`src/rtl/vx_div_sched_if.sv`:
```
// Bundle of requester, response and divider-side signals for the divide scheduler.
// master = scheduler, slave = requesters/consumer/divider environment.
interface vx_div_sched_if #(
  parameter int NUM_REQS  = 4,
  parameter int WIDTH     = 32,
  parameter int TAG_WIDTH = 8
);
  localparam int RIDW = $clog2(NUM_REQS);

  logic [NUM_REQS-1:0]           req_valid;
  logic [NUM_REQS-1:0]           req_ready;
  logic [NUM_REQS*WIDTH-1:0]     req_numer;
  logic [NUM_REQS*WIDTH-1:0]     req_denom;
  logic [NUM_REQS*TAG_WIDTH-1:0] req_tag;

  logic                 rsp_valid;
  logic                 rsp_ready;
  logic [WIDTH-1:0]     rsp_quotient;
  logic [WIDTH-1:0]     rsp_remainder;
  logic [TAG_WIDTH-1:0] rsp_tag;
  logic [RIDW-1:0]      rsp_reqid;

  logic [WIDTH-1:0] div_numer;
  logic [WIDTH-1:0] div_denom;
  logic             div_clken;
  logic [WIDTH-1:0] div_quotient;
  logic [WIDTH-1:0] div_remainder;

  modport master (
    input  req_valid, req_numer, req_denom, req_tag, rsp_ready, div_quotient, div_remainder,
    output req_ready, rsp_valid, rsp_quotient, rsp_remainder, rsp_tag, rsp_reqid,
           div_numer, div_denom, div_clken
  );

  modport slave (
    output req_valid, req_numer, req_denom, req_tag, rsp_ready, div_quotient, div_remainder,
    input  req_ready, rsp_valid, rsp_quotient, rsp_remainder, rsp_tag, rsp_reqid,
           div_numer, div_denom, div_clken
  );
endinterface

```
`src/rtl/vx_div_sched.sv`:
```
// Round-robin front end sharing one fixed-latency divider among NUM_REQS requesters.
// Shadow pipeline tracks tag/reqid alongside the divider and patches divide-by-zero.
module vx_div_sched #(
  parameter int NUM_REQS  = 4,
  parameter int WIDTH     = 32,
  parameter int TAG_WIDTH = 8,
  parameter int PIPELINE  = 3
) (
  input  logic           clk,
  input  logic           rst_n,
  vx_div_sched_if.master bus
);
  localparam int RIDW = $clog2(NUM_REQS);

  typedef struct packed {
    logic                 vld;
    logic                 dbz;
    logic [RIDW-1:0]      rid;
    logic [TAG_WIDTH-1:0] tag;
    logic [WIDTH-1:0]     numer;
  } shadow_t;

  shadow_t [PIPELINE-1:0] sh_q, sh_d;
  shadow_t                sh_in, sh_out;
  logic [RIDW-1:0]        rr_q, rr_d, gnt_idx;
  logic [RIDW:0]          rr_sum;
  logic                   gnt_vld, stall, accept;
  logic [WIDTH-1:0]       gnt_numer, gnt_denom;
  logic [TAG_WIDTH-1:0]   gnt_tag;

  assign sh_out = sh_q[PIPELINE-1];
  assign stall  = sh_out.vld & ~bus.rsp_ready;
  assign accept = gnt_vld & ~stall;

  // Scan offsets high to low so the nearest valid requester after rr_q wins.
  always_comb begin
    gnt_vld = 1'b0;
    gnt_idx = '0;
    rr_sum  = '0;
    for (int k = NUM_REQS - 1; k >= 0; k--) begin
      rr_sum = {1'b0, rr_q} + (RIDW+1)'(k);
      if (rr_sum >= (RIDW+1)'(NUM_REQS)) rr_sum = rr_sum - (RIDW+1)'(NUM_REQS);
      if (bus.req_valid[rr_sum[RIDW-1:0]]) begin
        gnt_vld = 1'b1;
        gnt_idx = rr_sum[RIDW-1:0];
      end
    end
    if (!rst_n) gnt_vld = 1'b0;
  end

  assign gnt_numer = gnt_vld ? bus.req_numer[gnt_idx*WIDTH +: WIDTH]         : '0;
  assign gnt_denom = gnt_vld ? bus.req_denom[gnt_idx*WIDTH +: WIDTH]         : '0;
  assign gnt_tag   = gnt_vld ? bus.req_tag[gnt_idx*TAG_WIDTH +: TAG_WIDTH]   : '0;

  always_comb begin
    sh_in.vld   = gnt_vld;
    sh_in.dbz   = gnt_vld && (gnt_denom == '0);
    sh_in.rid   = gnt_idx;
    sh_in.tag   = gnt_tag;
    sh_in.numer = gnt_numer;
    sh_d        = sh_q;
    sh_d[0]     = sh_in;
    for (int i = 1; i < PIPELINE; i++) sh_d[i] = sh_q[i-1];
    rr_d = rr_q;
    if (accept) rr_d = (gnt_idx == RIDW'(NUM_REQS - 1)) ? '0 : gnt_idx + 1'b1;
  end

  always_ff @(posedge clk or negedge rst_n) begin
    if (!rst_n) begin
      rr_q <= '0;
      sh_q <= '0;
    end else begin
      rr_q <= rr_d;
      if (!stall) sh_q <= sh_d;
    end
  end

  always_comb begin
    bus.req_ready = '0;
    if (accept) bus.req_ready[gnt_idx] = 1'b1;
  end

  assign bus.div_clken     = ~stall;
  assign bus.div_numer     = gnt_numer;
  assign bus.div_denom     = gnt_denom;
  assign bus.rsp_valid     = sh_out.vld;
  assign bus.rsp_tag       = sh_out.tag;
  assign bus.rsp_reqid     = sh_out.rid;
  assign bus.rsp_quotient  = sh_out.dbz ? '1 : bus.div_quotient;
  assign bus.rsp_remainder = sh_out.dbz ? sh_out.numer : bus.div_remainder;
endmodule

```
`src/flat_wrapper.sv`:
```
// flat-port wrapper written by rule: the top's interface ports become plain ports
module vx_div_sched_flat 
#(
  parameter int NUM_REQS  = 4,
  parameter int WIDTH     = 32,
  parameter int TAG_WIDTH = 8,
  parameter int PIPELINE  = 3
)
  (clk, rst_n, bus_req_valid, bus_req_numer, bus_req_denom, bus_req_tag, bus_rsp_ready, bus_div_quotient, bus_div_remainder, bus_req_ready, bus_rsp_valid, bus_rsp_quotient, bus_rsp_remainder, bus_rsp_tag, bus_rsp_reqid, bus_div_numer, bus_div_denom, bus_div_clken);
  vx_div_sched_if #(.NUM_REQS(NUM_REQS), .WIDTH(WIDTH), .TAG_WIDTH(TAG_WIDTH)) bus_i ();
  input  logic clk;
  input  logic rst_n;
  input wire logic [$bits(bus_i.req_valid)-1:0] bus_req_valid;
  input wire logic [$bits(bus_i.req_numer)-1:0] bus_req_numer;
  input wire logic [$bits(bus_i.req_denom)-1:0] bus_req_denom;
  input wire logic [$bits(bus_i.req_tag)-1:0] bus_req_tag;
  input wire logic [$bits(bus_i.rsp_ready)-1:0] bus_rsp_ready;
  input wire logic [$bits(bus_i.div_quotient)-1:0] bus_div_quotient;
  input wire logic [$bits(bus_i.div_remainder)-1:0] bus_div_remainder;
  output wire logic [$bits(bus_i.req_ready)-1:0] bus_req_ready;
  output wire logic [$bits(bus_i.rsp_valid)-1:0] bus_rsp_valid;
  output wire logic [$bits(bus_i.rsp_quotient)-1:0] bus_rsp_quotient;
  output wire logic [$bits(bus_i.rsp_remainder)-1:0] bus_rsp_remainder;
  output wire logic [$bits(bus_i.rsp_tag)-1:0] bus_rsp_tag;
  output wire logic [$bits(bus_i.rsp_reqid)-1:0] bus_rsp_reqid;
  output wire logic [$bits(bus_i.div_numer)-1:0] bus_div_numer;
  output wire logic [$bits(bus_i.div_denom)-1:0] bus_div_denom;
  output wire logic [$bits(bus_i.div_clken)-1:0] bus_div_clken;
  assign bus_i.req_valid = bus_req_valid;
  assign bus_i.req_numer = bus_req_numer;
  assign bus_i.req_denom = bus_req_denom;
  assign bus_i.req_tag = bus_req_tag;
  assign bus_i.rsp_ready = bus_rsp_ready;
  assign bus_i.div_quotient = bus_div_quotient;
  assign bus_i.div_remainder = bus_div_remainder;
  assign bus_req_ready = bus_i.req_ready;
  assign bus_rsp_valid = bus_i.rsp_valid;
  assign bus_rsp_quotient = bus_i.rsp_quotient;
  assign bus_rsp_remainder = bus_i.rsp_remainder;
  assign bus_rsp_tag = bus_i.rsp_tag;
  assign bus_rsp_reqid = bus_i.rsp_reqid;
  assign bus_div_numer = bus_i.div_numer;
  assign bus_div_denom = bus_i.div_denom;
  assign bus_div_clken = bus_i.div_clken;
  vx_div_sched #(.NUM_REQS(NUM_REQS), .WIDTH(WIDTH), .TAG_WIDTH(TAG_WIDTH), .PIPELINE(PIPELINE)) u_core (.clk(clk), .rst_n(rst_n), .bus(bus_i));
endmodule
```
`config.mk`:
```
export PLATFORM = sky130hd
export DESIGN_NAME = vx_div_sched_flat
export DESIGN_NICKNAME = d
export VERILOG_FILES = /design/src/rtl/vx_div_sched_if.sv /design/src/rtl/vx_div_sched.sv /design/src/flat_wrapper.sv
export SDC_FILE = /design/constraint.sdc
export NUM_CORES = 1
export LEC_CHECK = 0
export ABC_AREA = 0
export CORE_AREA = 2 2 197 199
export DETAILED_ROUTE_END_ITERATION = 10
export DIE_AREA = 0 0 199 201
export GPL_ROUTABILITY_DRIVEN = 0
export RECOVER_POWER = 100
export SLEW_MARGIN = 20
export SYNTH_ARGS = -nofsm -noshare
export SYNTH_HDL_FRONTEND = slang
export SYNTH_SLANG_ARGS = --single-unit
```
`constraint.sdc`:
```
create_clock -name clk -period 2.25 [get_ports clk]
set_input_delay 0.3375 -clock clk [delete_from_list [all_inputs] [get_ports clk]]
set_output_delay 0.3375 -clock clk [all_outputs]
set_load 0.005 [all_outputs]
```
==> impl_metrics.csv <==
group,metric,value,unit
critical_path,arrival,2.55,ns
critical_path,critPathRequiredTime,1.91,ns
power_and_ir_drop,intPower,11.1,mW
die,fp.dieW,199,µm
cts,cts_made_buffers,17,
timing,rsz0062_at_grt,"yes",
critical_path,crit_type,"reg -> out",
timing,period_minus_slack,2.89,ns
placement,port-buffer-count,502,
synthesis,ys_warn_count,0,
run_status,status,"complete, but fails checks",
final_layout,syn_to_final_growth,113,%
synthesis,async_reset_ff_frac,1.00,
die,coreArea,0.0381,mm²
power_and_ir_drop,pwr-share-clk,0.168,
synthesis,synth.cell_area,0.00868,mm²
run_status,violations,"setup timing",
drt,via_per_inst,4.60,
critical_path,path_delay_family,"buffers and inverters",
critical_path,cpPeakStageDelay,0.39,ns
final_layout,multi_input_area,0.00617,mm²
timing,hold_violations,0,
grt,antenna_found_initial,10,
die,ios,503,
cts,clkSlewWorstSetupHoldPaths,0.06,ns
drt,drt-total-wl,44000,µm
hold_path,hp-class,"reg -> reg",
drt,num_vias,10400,
final_layout,regArea,0.00335,mm²
placement,dp_cells,2118,
synthesis,synthAdderAreaFrac,0.00577,
critical_path,slowest_stage,"dfrtp_1",
synthesis,synth_top_family_by_area,"simple AND/OR/NAND/NOR gates",
timing,fin_crit_sh,1.29,
timing,finalSetupViolCount,116,
drt,wl_per_cell,19.4,µm
synthesis,synth-seq-cells,134,
critical_path,crit_start,"u_core.rr_q[1]",
grt,grt_max_degree,102,
critical_path,r2r_cells,16,
grt,grt_use_total,0.209,
critical_path,r2r_start,"u_core.rr_q[1]",
cts,clock-root-buffer,"clkbuf_16",
critical_path,cp.depth,11,
flow_run,drv_cap,0,
timing,finalWorstSetupSlack,-0.641,ns
timing,fmax,346,MHz
drt,drc,0,
synthesis,synth_nets,1480,
die,die_area,0.0400,mm²
grt,grt-ovfl-total,0,
final_layout,drive_above_1_share,0.382,
cts,clock_latency,0.43,ns
synthesis,synthSimpleGateAreaFrac,0.339,
critical_path,cp_cell_sequence,"and2_4 -> o211a_4 -> nor2_4 -> buf_12 -> buf_8 -> buf_8 -> buf_16 -> nand2_2 -> and3_4 -> a311oi_4 -> buf_2",
hold_path,min_from,"u_core.sh_d[131]",
synthesis,synth_top_cell_by_area,"dfrtp_1",
cts,cts.sinks,134,
synthesis,syn_avg_cell_area,7.77,µm²
critical_path,cp_max_fo,5,
final_layout,final_cells,2271,
die,rows,72,
power_and_ir_drop,leakage,8.69,nW
cts,cts_max_level,4,
die,die_y,201,µm
die,initial_core_util,0.228,
critical_path,endpoint_kind,"output port",
power_and_ir_drop,power.share.switching,0.369,
drt,ant_nets,0,
power_and_ir_drop,seqPwrFrac,0.226,
timing,skew,0.0120,ns
power_and_ir_drop,peakVddDrop,0.000539,V
final_layout,nNetsFinal,2095,
synthesis,synth_cell_type_count,47,
placement,place_hpwl,30600,µm
timing,max-slew-margin-rel,0.181,
synthesis,synth_edf_count,0,
power_and_ir_drop,power_switching,6.49,mW
synthesis,synth_xor_area_frac,0,
timing,worst_pin_slew,1.23,ns
synthesis,synth.area.top_cells,"dfrtp_1 39%, nand2_1 20%, mux2_2 9.5%",
cts,clk_path_buf_depth,2,
synthesis,synth.top_cell.area_share,0.386,
timing,drv_slew,0,
power_and_ir_drop,comb_power_share,0.606,
final_layout,fillerInstances,3605,
drt,drtIter0Drc,620,
synthesis,synthFlopType,"dfrtp_1",
grt,grt_pass1_vias,10800,
final_layout,utilization,0.485,
grt,grt_pass1_wl,63100,µm
cts,cts_tree,"done",
power_and_ir_drop,powerDensity,951,mW/mm²
hold_path,whs_path_depth,2,
synthesis,synth_mux_area_frac,0.113,
drt,drtPass1Iterations,5,
critical_path,crit_path_frequent_cell,"buf_8",
synthesis,yosysSeqAreaShare,0.386,
critical_path,critPathLaunchType,"register",
synthesis,synth_compound_area_frac,0.0739,
synthesis,synth_cells,1117,
critical_path,worst-path-buf-inv,5,
[registers in the layout, summed over array words and instances, names as in the netlist]
signal,count
u_core.bus.rsp_valid,1
u_core.rr_q,2
u_core.bus.rsp_tag,8
u_core.bus.rsp_reqid,2
u_core.sh_d,88
u_core.sh_out,33
[path summary, 6_finish.rpt]
| path | endpoint | slack [ns] |
|---|---|---|
| worst max-delay path | bus_div_numer[8] | -0.64 |
| worst min-delay path | u_core.sh_d[131] | 0.46 |
| worst max register to register | u_core.sh_d[86] | -0.63 |
| worst min register to register | u_core.sh_d[131] | 0.46 |
| max in group asynchronous | u_core.sh_out[1] | 0.31 |
| min in group asynchronous | u_core.sh_out[5] | 0.58 |
[area by class of cell]
cell class	count	area share
flip-flops and latches	134	0.181
repair buffers	723	0.412
well taps	518	0.0351
multi-input cells	851	0.334
diodes	8	0.00108
inverters	5	0.00311
clock inverters	14	0.0102
clock buffers	18	0.0232
[power groups by stage]
stage / Sequential (mW) / Clock [mW] / Combinational, mW
after CTS: 3.97 / 3.01 / 9.78
after detailed placement: 4.00 / 0 / 6.98
final: 3.98 / 2.95 / 10.7
after global routing: 4.10 / 3.14 / 11.4
after global placement: 3.97 / 0 / 6.89
after floorplan: 3.78 / 0 / 3.94
[metal layers]
metal | global-route usage | share of wire | up-vias | wire, µm
met4 | 0.0581 | 0.022 | 2 | 962
met1 | 0.234 | 0.38 | 5036 | 16900
met2 | 0.397 | 0.54 | 389 | 23700
met3 | 0.0391 | 0.054 | 57 | 2400
li1 | - | - | 4961 | -
met5 | 0 | 0.00027 | - | 12
[stage by stage]
step / area (µm²) / worst slack, ns / total power, mW / hold slack [ns] / TNS [ns]
3_5_place_dp: 14900 / -1.27 / 11.0 / 0.448 / -87.78
3_3_place_gp: 14900 / -1.25 / 10.9 / 0.445 / -83.49
2_1_floorplan: 8990 / -0.0936 / 7.72 / 0.0419 / -0.183
5_1_grt: 18500 / -0.740 / 18.6 / 0.486 / -55.01
6_report: 18500 / -0.641 / 17.6 / 0.458 / -42.90
4_1_cts: 17700 / -0.705 / 16.8 / 0.0696 / -43.35
[tightest hold or removal path, stage by stage, from the launching register on]
cell and delay (ns):
dfrtp_1 0.33, nand2_1 0.05, nand2_1 0.05
[cell usage in the layout (no fill, tap or decap), types with 4 or more instances in the layout]
master,count
mux2i_1,14
diode_2,8
inv_6,5
dlygate4sd3_1,12
nand3_2,40
dlymetal6s2s_1,16
nand3_1,42
nand3_4,4
nand2_2,47
mux2_2,37
mux2_4,36
a311oi_4,17
clkbuf_4,4
o21ai_0,12
o21ai_1,14
nor2_2,5
buf_16,17
clkdlybuf4s50_1,354
and3_4,56
nand2_1,393
clkbuf_2,9
dfrtp_1,134
or2_2,32
clkbuf_1,5
buf_4,93
dlygate4sd2_1,39
buf_6,74
clkdlybuf4s15_1,6
buf_2,39
nand2_4,30
clkbuf_16,20
buf_8,18
a311oi_2,16
nor2_4,4
a32o_1,8
buf_12,33
[cell usage after synthesis (14+ instances only)]
cell	count
nand2_1	470
dfrtp_1	134
nand3_1	85
mux2_2	73
and3_1	59
clkbuf_1	52
buf_4	45
a311oi_1	33
or2_2	32
buf_2	19
mux2i_1	16
o21ai_0	14
[repair_timing]
item / 4_1_cts / 5_1_grt
cloned: 22 / 3
setup buffers: 86 / 35
setup endpoints to repair: 127 / 137
gates resized for setup: 590 / 248
pin swaps: 75 / 89
hold buffers: 0 / 0
endpoints found under the hold margin: 0 / 0
[kinds of logic (layout without fill, tap and decap cells)]
family	count (synthesis)	in the layout
buffers and inverters	132	760
adders and majority gates	4	4
AOI/OAI and AO/OA	83	83
DFF	134	134
other	0	8
muxes	89	89
and+or+nand+nor	675	675
Power figures use the tool's default switching activity.
